<file path="config.mk">
export PLATFORM = sky130hd
export DESIGN_NAME = fetch_queue
export DESIGN_NICKNAME = d
export VERILOG_FILES = /design/src/rtl/fetch_queue.sv
export SDC_FILE = /design/constraint.sdc
export NUM_CORES = 1
export LEC_CHECK = 0
export ABC_AREA = 1
export BUFFER_PORTS_ARGS = -buffer_cell sky130_fd_sc_hd__buf_2
export CAP_MARGIN = 5
export CORE_MARGIN = 2
export CORE_UTILIZATION = 54
export CTS_BUF_LIST = sky130_fd_sc_hd__clkbuf_16
export DETAILED_ROUTE_END_ITERATION = 10
export GPL_TIMING_DRIVEN = 0
export HOLD_SLACK_MARGIN = 0.1
export PLACE_DENSITY = 0.8
export SLEW_MARGIN = 0
export SYNTH_ARGS = -nofsm -noshare
export SYNTH_HDL_FRONTEND = slang
export SYNTH_HIERARCHICAL = 1
export SYNTH_SLANG_ARGS = --single-unit
</file>
<file path="constraint.sdc">
create_clock -name Clk -period 1.57 [get_ports Clk]
set_input_delay 0.157 -clock Clk [delete_from_list [all_inputs] [get_ports Clk]]
set_output_delay 0.157 -clock Clk [all_outputs]
set_load 0.005 [all_outputs]
</file>
<file path="src/rtl/fetch_queue.sv">
// fetch_queue: first-word-fall-through buffer of {PC+4, instruction} pairs
// between the program counter / instruction memory and the decode stage.
// Fetches are accepted through PCWrite, handed to decode under a
// valid/ready handshake, and all in-flight fetches are dropped on Flush.

// One storage slot. Cleared on reset; flush leaves the contents alone
// because the pointers and count already hide stale data.
module fetch_queue_entry #(
  parameter int W = 64
) (
  input  logic         clk,
  input  logic         reset,
  input  logic         we,
  input  logic [W-1:0] din,
  output logic [W-1:0] q
);

  // Slot register: reset clears, write-enable loads
  always_ff @(posedge clk) begin
    if (reset)   q <= '0;
    else if (we) q <= din;
  end

endmodule

module fetch_queue #(
  parameter int DEPTH = 4
) (
  input  logic                   Clk,
  input  logic                   Reset,
  input  logic [31:0]            PC,
  input  logic [31:0]            Instruction,
  input  logic                   FetchValid,
  input  logic                   Flush,
  input  logic                   DecodeReady,
  output logic                   PCWrite,
  output logic [31:0]            InstrOut,
  output logic [31:0]            PCPlus4Out,
  output logic                   OutValid,
  output logic [$clog2(DEPTH):0] Count
);

  localparam int PW = $clog2(DEPTH);
  localparam int CW = PW + 1;

  typedef struct packed {
    logic [31:0] pc_plus4;
    logic [31:0] instr;
  } entry_t;

  entry_t [DEPTH-1:0] mem;
  entry_t             wdata;
  entry_t             head;
  logic [DEPTH-1:0]   we;
  logic [PW-1:0]      wr_ptr;
  logic [PW-1:0]      rd_ptr;
  logic [CW-1:0]      count;
  logic               full;
  logic               empty;
  logic               push;
  logic               pop;

  // Full/empty come from the current count only, so a pop in the same
  // cycle never opens room for a push while full.
  always_comb begin
    full  = (count == CW'(DEPTH));
    empty = (count == '0);
    push  = FetchValid && !full && !Flush;
    pop   = !empty && DecodeReady && !Flush;
  end

  // Build the write data; PC+4 wraps naturally at 32 bits
  always_comb begin
    wdata          = '0;
    wdata.pc_plus4 = PC + 32'd4;
    wdata.instr    = Instruction;
  end

  // One-hot write enable for the slot under the write pointer
  always_comb begin
    we = '0;
    if (push) we[wr_ptr] = 1'b1;
  end

  genvar g;
  generate
    for (g = 0; g < DEPTH; g++) begin : g_entry
      fetch_queue_entry #(.W($bits(entry_t))) u_entry (
        .clk   (Clk),
        .reset (Reset),
        .we    (we[g]),
        .din   (wdata),
        .q     (mem[g])
      );
    end
  endgenerate

  // Pointers and occupancy; reset and flush both return to empty
  always_ff @(posedge Clk) begin
    if (Reset || Flush) begin
      wr_ptr <= '0;
      rd_ptr <= '0;
      count  <= '0;
    end else begin
      if (push) wr_ptr <= wr_ptr + PW'(1);
      if (pop)  rd_ptr <= rd_ptr + PW'(1);
      case ({push, pop})
        2'b10:   count <= count + CW'(1);
        2'b01:   count <= count - CW'(1);
        default: count <= count;
      endcase
    end
  end

  // Head entry, zeroed when empty so decode sees a NOP
  always_comb begin
    head = empty ? '0 : mem[rd_ptr];
  end

  assign PCWrite    = push;
  assign OutValid   = !empty;
  assign InstrOut   = head.instr;
  assign PCPlus4Out = head.pc_plus4;
  assign Count      = count;

endmodule

</file>
Word-level counts from Yosys, hierarchy flattened --
Index checks and enable logic that the tools add are counted.
Storage, ports and cells: bits of input ports 69, bits in registers 263, logic and storage cells 36
Operators by class: multiplexer cells 7, equality and inequality tests 3, order comparisons 3, add/subtract/negate cells 5, reductions and logical operators 11
Operator list (count):
- $bmux 64 s2 | 1
- $mux 64 | 2
- $add 32x3->32 const B | 1
- $lt 2x3->1 const B | 2
- $pmux 3 s2 | 1
- $logic_and 1x1->1 | 5
- $add 2x1->2 const B | 2
- $mux 4 | 1
- $add 3x1->3 const B | 1
- $eq 3x3->1 const B | 1
- $logic_not 1->1 | 3
- $logic_not 3->1 | 1
- $sub 3x1->3 const B | 1
- $demux 1 s2 | 1
- $eq 2x1->1 const B | 1
- $eq 2x2->1 const B | 1
- $ge 2x1->1 const B | 1
- $reduce_bool 2->1 | 1
- $logic_or 1x1->1 | 1
- $mux 1 | 1

Longest topological paths before layout --
word-level depth 6, mapped depth 12

Cells and area by module --
Netlist, hierarchy kept.
Modules (own cells, without submodules):
- fetch_queue_entry | times used 4, seq. area each 1281.2 sq um, cells an instance 405, area an instance 2666.3 sq um
- fetch_queue | times used 1, seq. area each 140.1 sq um, cells an instance 728, area an instance 3477.1 sq um

Worst setup path before layout --
No wires, ideal clock.
path type flip-flop to flip-flop, start point reg count[0], in the netlist Count[0], end point reg count[2], in the netlist Count[2], cell stages (with the launch flop) 12, required time 1451 ps, arrival time 1684 ps, slack -233 ps, setup time 119 ps, cell sequence dfxtp_1 inv_1 nand3_1 nand2_1 nor2_1 ha_1 inv_1 fa_1 nand2_1 nand3_1 o21ai_0 a21oi_1
On the way: word-level cells in the longest chain between the ends 6, elaborated cells on any way between the ends 14, classes of those cells 2 x add/sub; 3 x eq/ne; 1 x mux; 8 x reduce/logical
RTL lines:
- from (decl) | RTL line 57 | logic [CW-1:0] count;
- from (signal assigned) | RTL line 108 | 2'b10: count <= count + CW'(1);
- from (signal assigned) | RTL line 109 | 2'b01: count <= count - CW'(1);
- from (signal assigned) | RTL line 110 | default: count <= count;
- $logic_not 3->1 * | RTL line 67 | empty = (count == '0);
- $logic_not 1->1 *
- net OutValid | RTL line 39 | output logic OutValid,
- $logic_and 1x1->1 * (2 in a row) | RTL line 69 | pop = !empty && DecodeReady && !Flush;
- net pop | RTL line 61 | logic pop;
- $eq 2x1->1 or $eq 2x2->1 (tied branches) | RTL line 107 | case ({push, pop})
- $pmux 3 s2 or $reduce_bool 2->1 (tied branches)
The timed path passes the listed nets; every way through them passes the cells marked *. A chain may end at the register's enable or synchronous reset.

Final worst setup path --
start point reg rd_ptr[0], end point out InstrOut[14]
On the way: word-level cells in the longest chain between the ends 3
RTL lines:
- from (decl) | RTL line 56 | logic [PW-1:0] rd_ptr;
- from (signal assigned) | RTL line 106 | if (pop) rd_ptr <= rd_ptr + PW'(1);
- $bmux 64 s2 | RTL line 117 | head = empty ? '0 : mem[rd_ptr];
- $mux 64 (implied by the code) | RTL line 117
- $mux 64 | RTL line 117
- to (decl) | RTL line 37 | output logic [31:0] InstrOut,
No other way between the ends. The select of a mux whose other input is x is not followed.

==> results.cfg <==
[outcome]
outcome = complete, but fails checks
violated_checks = negative setup slack

[drt]
routed-via-count = 17401
drt-wirelength-per-cell_um = 19.84
drt_iter0_markers = 2819
route.final.wire_length_um = 59830
drt_pass1_iterations = 7
ant_nets = 0
routed_via_density = 5.771
remaining_drc_errors = 0

[worst_setup_path]
timing_worst_setup_path_type = reg2out
worstPathArrival_ns = 2.22
worst_setup_path_end_kind = output pin
kind_of_start_point_of_the_critical_path = flip-flop
crit_required_ns = 1.41
critPathMaxFanout = 10

[timing]
tightest_slew_ns = 0.6484
final_critical_path_setup_slack_ns = -0.8096
slew_headroom_pct = 56.48
fmax_ghz = 0.4202
finalCritPeriodShare_pct = 151.6
report.final.hold_viol_count = 0
timing_max_transition_violations_final = 0
rsz0062_at_grt = true
finalSetupViolCount = 323
worst_clock_skew_ns = 0.01080
final.min_clock_period_ns = 2.380

[power_and_ir_drop]
worst_ir_drop_vdd_mv = 0.7701
power_density_mw_per_mm2 = 793.9
total_power_mw = 16.36
cellLeakagePower_nw = 10.06

[yosys]
warnings_from_yosys = 6
synth_cell_types = 22
post_synth_inst_count = 2348
synth.net_count = 2424
avg_synthesized_cell_area_sq_um = 6.023
synth_seq_cells = 263
synthesized_cell_area_sq_mm = 0.01414
post_synthesis_sequential_area_ratio_pct = 37.23

[cts]
clock-sinks = 263
cts-htree-levels = 1
library_cell_used_as_clock_root_buffer = clkbuf_16
tritoncts = done
cts-root-to-sink-buffers = 3
cts-buffers-inserted = 29
clkLatencyLatePin_ns = 0.56
clock_pin_slew_reported_for_the_worst_setup_and_hold_paths_after_clock_tree_synthesis_ns = 0.07

[grt]
grt_start_max_net_pins = 14
global_route.usage.met2_pct = 54.19
grt_overflow_total = 0
gr-usage-met3_pct = 3.694
global_route_total_usage_across_every_layer_pct = 30.98
gr-max-usage-layer = met2
number_of_global_route_vias_before_repair = 14530
global_route.usage.met1_pct = 38.67
first_pass_grt_wire_length_um = 70790
antenna_found_initial = 1

[place]
io_buffers = 137
dp_hpwl_um = 27660
place.gp.congestion = 0.9061
post_dp_cell_area_sq_mm = 0.01527

[floorplanning]
core-area_sq_mm = 0.02591
overall_die_width_um = 165.8
ios = 138
die_h_um = 165.8
start_util_pct = 54.58
die_area_sq_mm = 0.02750
fp-row-count = 59

[finish]
antennaDiodeCount = 0
nNetsFinal = 2734
post_route_cells_drive_above_1_share_pct = 30.67
area.growth.synth_to_final_pct = 45.69
design_area_sq_mm = 0.02060

[worst_hold_path]
min_path_type = in2reg

[job]
max_cap_viol_count = 0
==> routing by layer <==
| layer | part of all wire [%] | wire (um) |
|---|---|---|
| met5 | 0.017 | 10 |
| met3 | 12 | 7343 |
| met2 | 45 | 27030 |
| met4 | 8.8 | 5272 |
| met1 | 34 | 20170 |
==> power by group <==
group          switching, mW  internal, mW  total [mW]
clock network           2.98          3.50        6.48
registers              0.181          6.88        7.06
logic                   1.70          1.11        2.82
total                   4.87          11.5        16.4
==> metrics by stage <==
stage	utilization (%)	cells	hold slack [ns]	setup TNS [ns]	setup WS [ns]
floorplan	-	2348	0.3341	-0.1467	-0.1140
global placement	58.92	2820	0.4347	-17.62	-0.2436
global route	79.52	3015	0.1682	-125.71	-0.8230
finish	79.52	3015	0.1227	-115.43	-0.8096
CTS	69.59	2978	0.1061	-71.53	-0.4752
detailed placement	58.92	2820	0.4440	-26.77	-0.3159
==> final cells by class <==
class | instances | area (sq um)
plain buffers | 123 | 1446
fillers | 1538 | 5308
multi-input cells | 1665 | 8382
well taps | 335 | 419.2
repair buffers | 284 | 3110
inverters | 292 | 1106
clock buffers | 29 | 725.7
flip-flops and latches | 263 | 5279
clock inverters | 24 | 135.1
==> cells by family (layout without fill, tap and decap cells) <==
kind of cell	count (synthesis)	in the layout	share of synthesized area, %
adders and majority gates	7	7	0.6724
buffers and inverters	420	752	15.04
xor gates and xnor gates	15	15	0.9289
DFF	263	263	37.23
and+or+nand+nor	1439	1439	38.91
AOI/OAI and AO/OA	204	204	7.219
==> cells in the mapped netlist, drive strengths merged <==
cell type | number | area [sq um]
xnor2 | 5 | 43.79
nand3b | 9 | 67.56
nand2 | 602 | 2265
clkbuf | 14 | 52.55
ha | 6 | 75.07
dfxtp | 263 | 5265
nand3 | 10 | 50.05
inv | 292 | 1096
fa | 1 | 20.02
a21oi | 69 | 345.3
nor2 | 816 | 3108
and2 | 2 | 12.51
o21ai | 135 | 675.7
buf | 114 | 978.4
xor2 | 10 | 87.58
==> worst paths after layout <==
kind | from | to | slack (ns) | cells after the start
setup / recovery | rd_ptr[0]$_SDFFE_PP0P_ | InstrOut[14] | -0.81 | 5
hold / removal | PC[5] | g_entry[1].u_entry/q[37]$_SDFFE_PP0P_ | 0.12 | 6
setup reg to reg | Count[0]$_SDFFE_PP0P_ | g_entry[0].u_entry/q[3]$_SDFFE_PP0P_ | -0.46 | 13
hold reg to reg | g_entry[3].u_entry/q[56]$_SDFFE_PP0P_ | g_entry[3].u_entry/q[56]$_SDFFE_PP0P_ | 0.47 | 2
==> worst max-delay path, stage by stage (launching register included) <==
cell	delay, ns
dfxtp_4	0.43
inv_4	0.10
clkbuf_2	0.26
o21ai_1	0.59
a21oi_1	0.13
buf_2	0.16
==> registers in the layout (all words and copies together), names as in the netlist <==
signal / cells
rd_ptr: 2
wr_ptr: 2
g_entry.u_entry/q: 256
Count: 3
==> cell usage in the layout, fill, tap and decap left out, types with 3 or more instances in the layout <==
cell	Yosys	routed
nand2_1	600	366
a21oi_2	0	18
o21ai_2	0	5
a21oi_1	69	51
nand3b_1	9	9
xnor2_1	5	5
o21ai_0	135	34
clkbuf_16	0	66
buf_4	9	24
clkbuf_4	0	3
dlygate4sd3_1	0	47
clkbuf_2	0	4
o21ai_1	0	95
inv_2	6	10
clkbuf_8	0	6
buf_8	0	55
buf_12	0	33
nand2_2	2	177
xor2_1	10	10
nand2_4	0	59
buf_16	0	11
nand3_1	10	7
buf_6	62	21
dfxtp_4	0	3
ha_1	6	5
nor2_2	3	76
nor2_1	808	677
inv_1	286	282
buf_2	41	165
dfxtp_1	263	258
nor2_4	5	63
clkinv_2	0	9
clkinv_1	0	9
==> repair_timing <==
action,4_1_cts,5_1_grt
hold buffers,47,0
resized for setup,232,597
hold endpoints to repair,167,0
pin swaps,86,406
cloned,21,38
buffers inserted,37,16
setup endpoints to repair,321,325
Note: power is estimated with default switching activity, not from simulation.
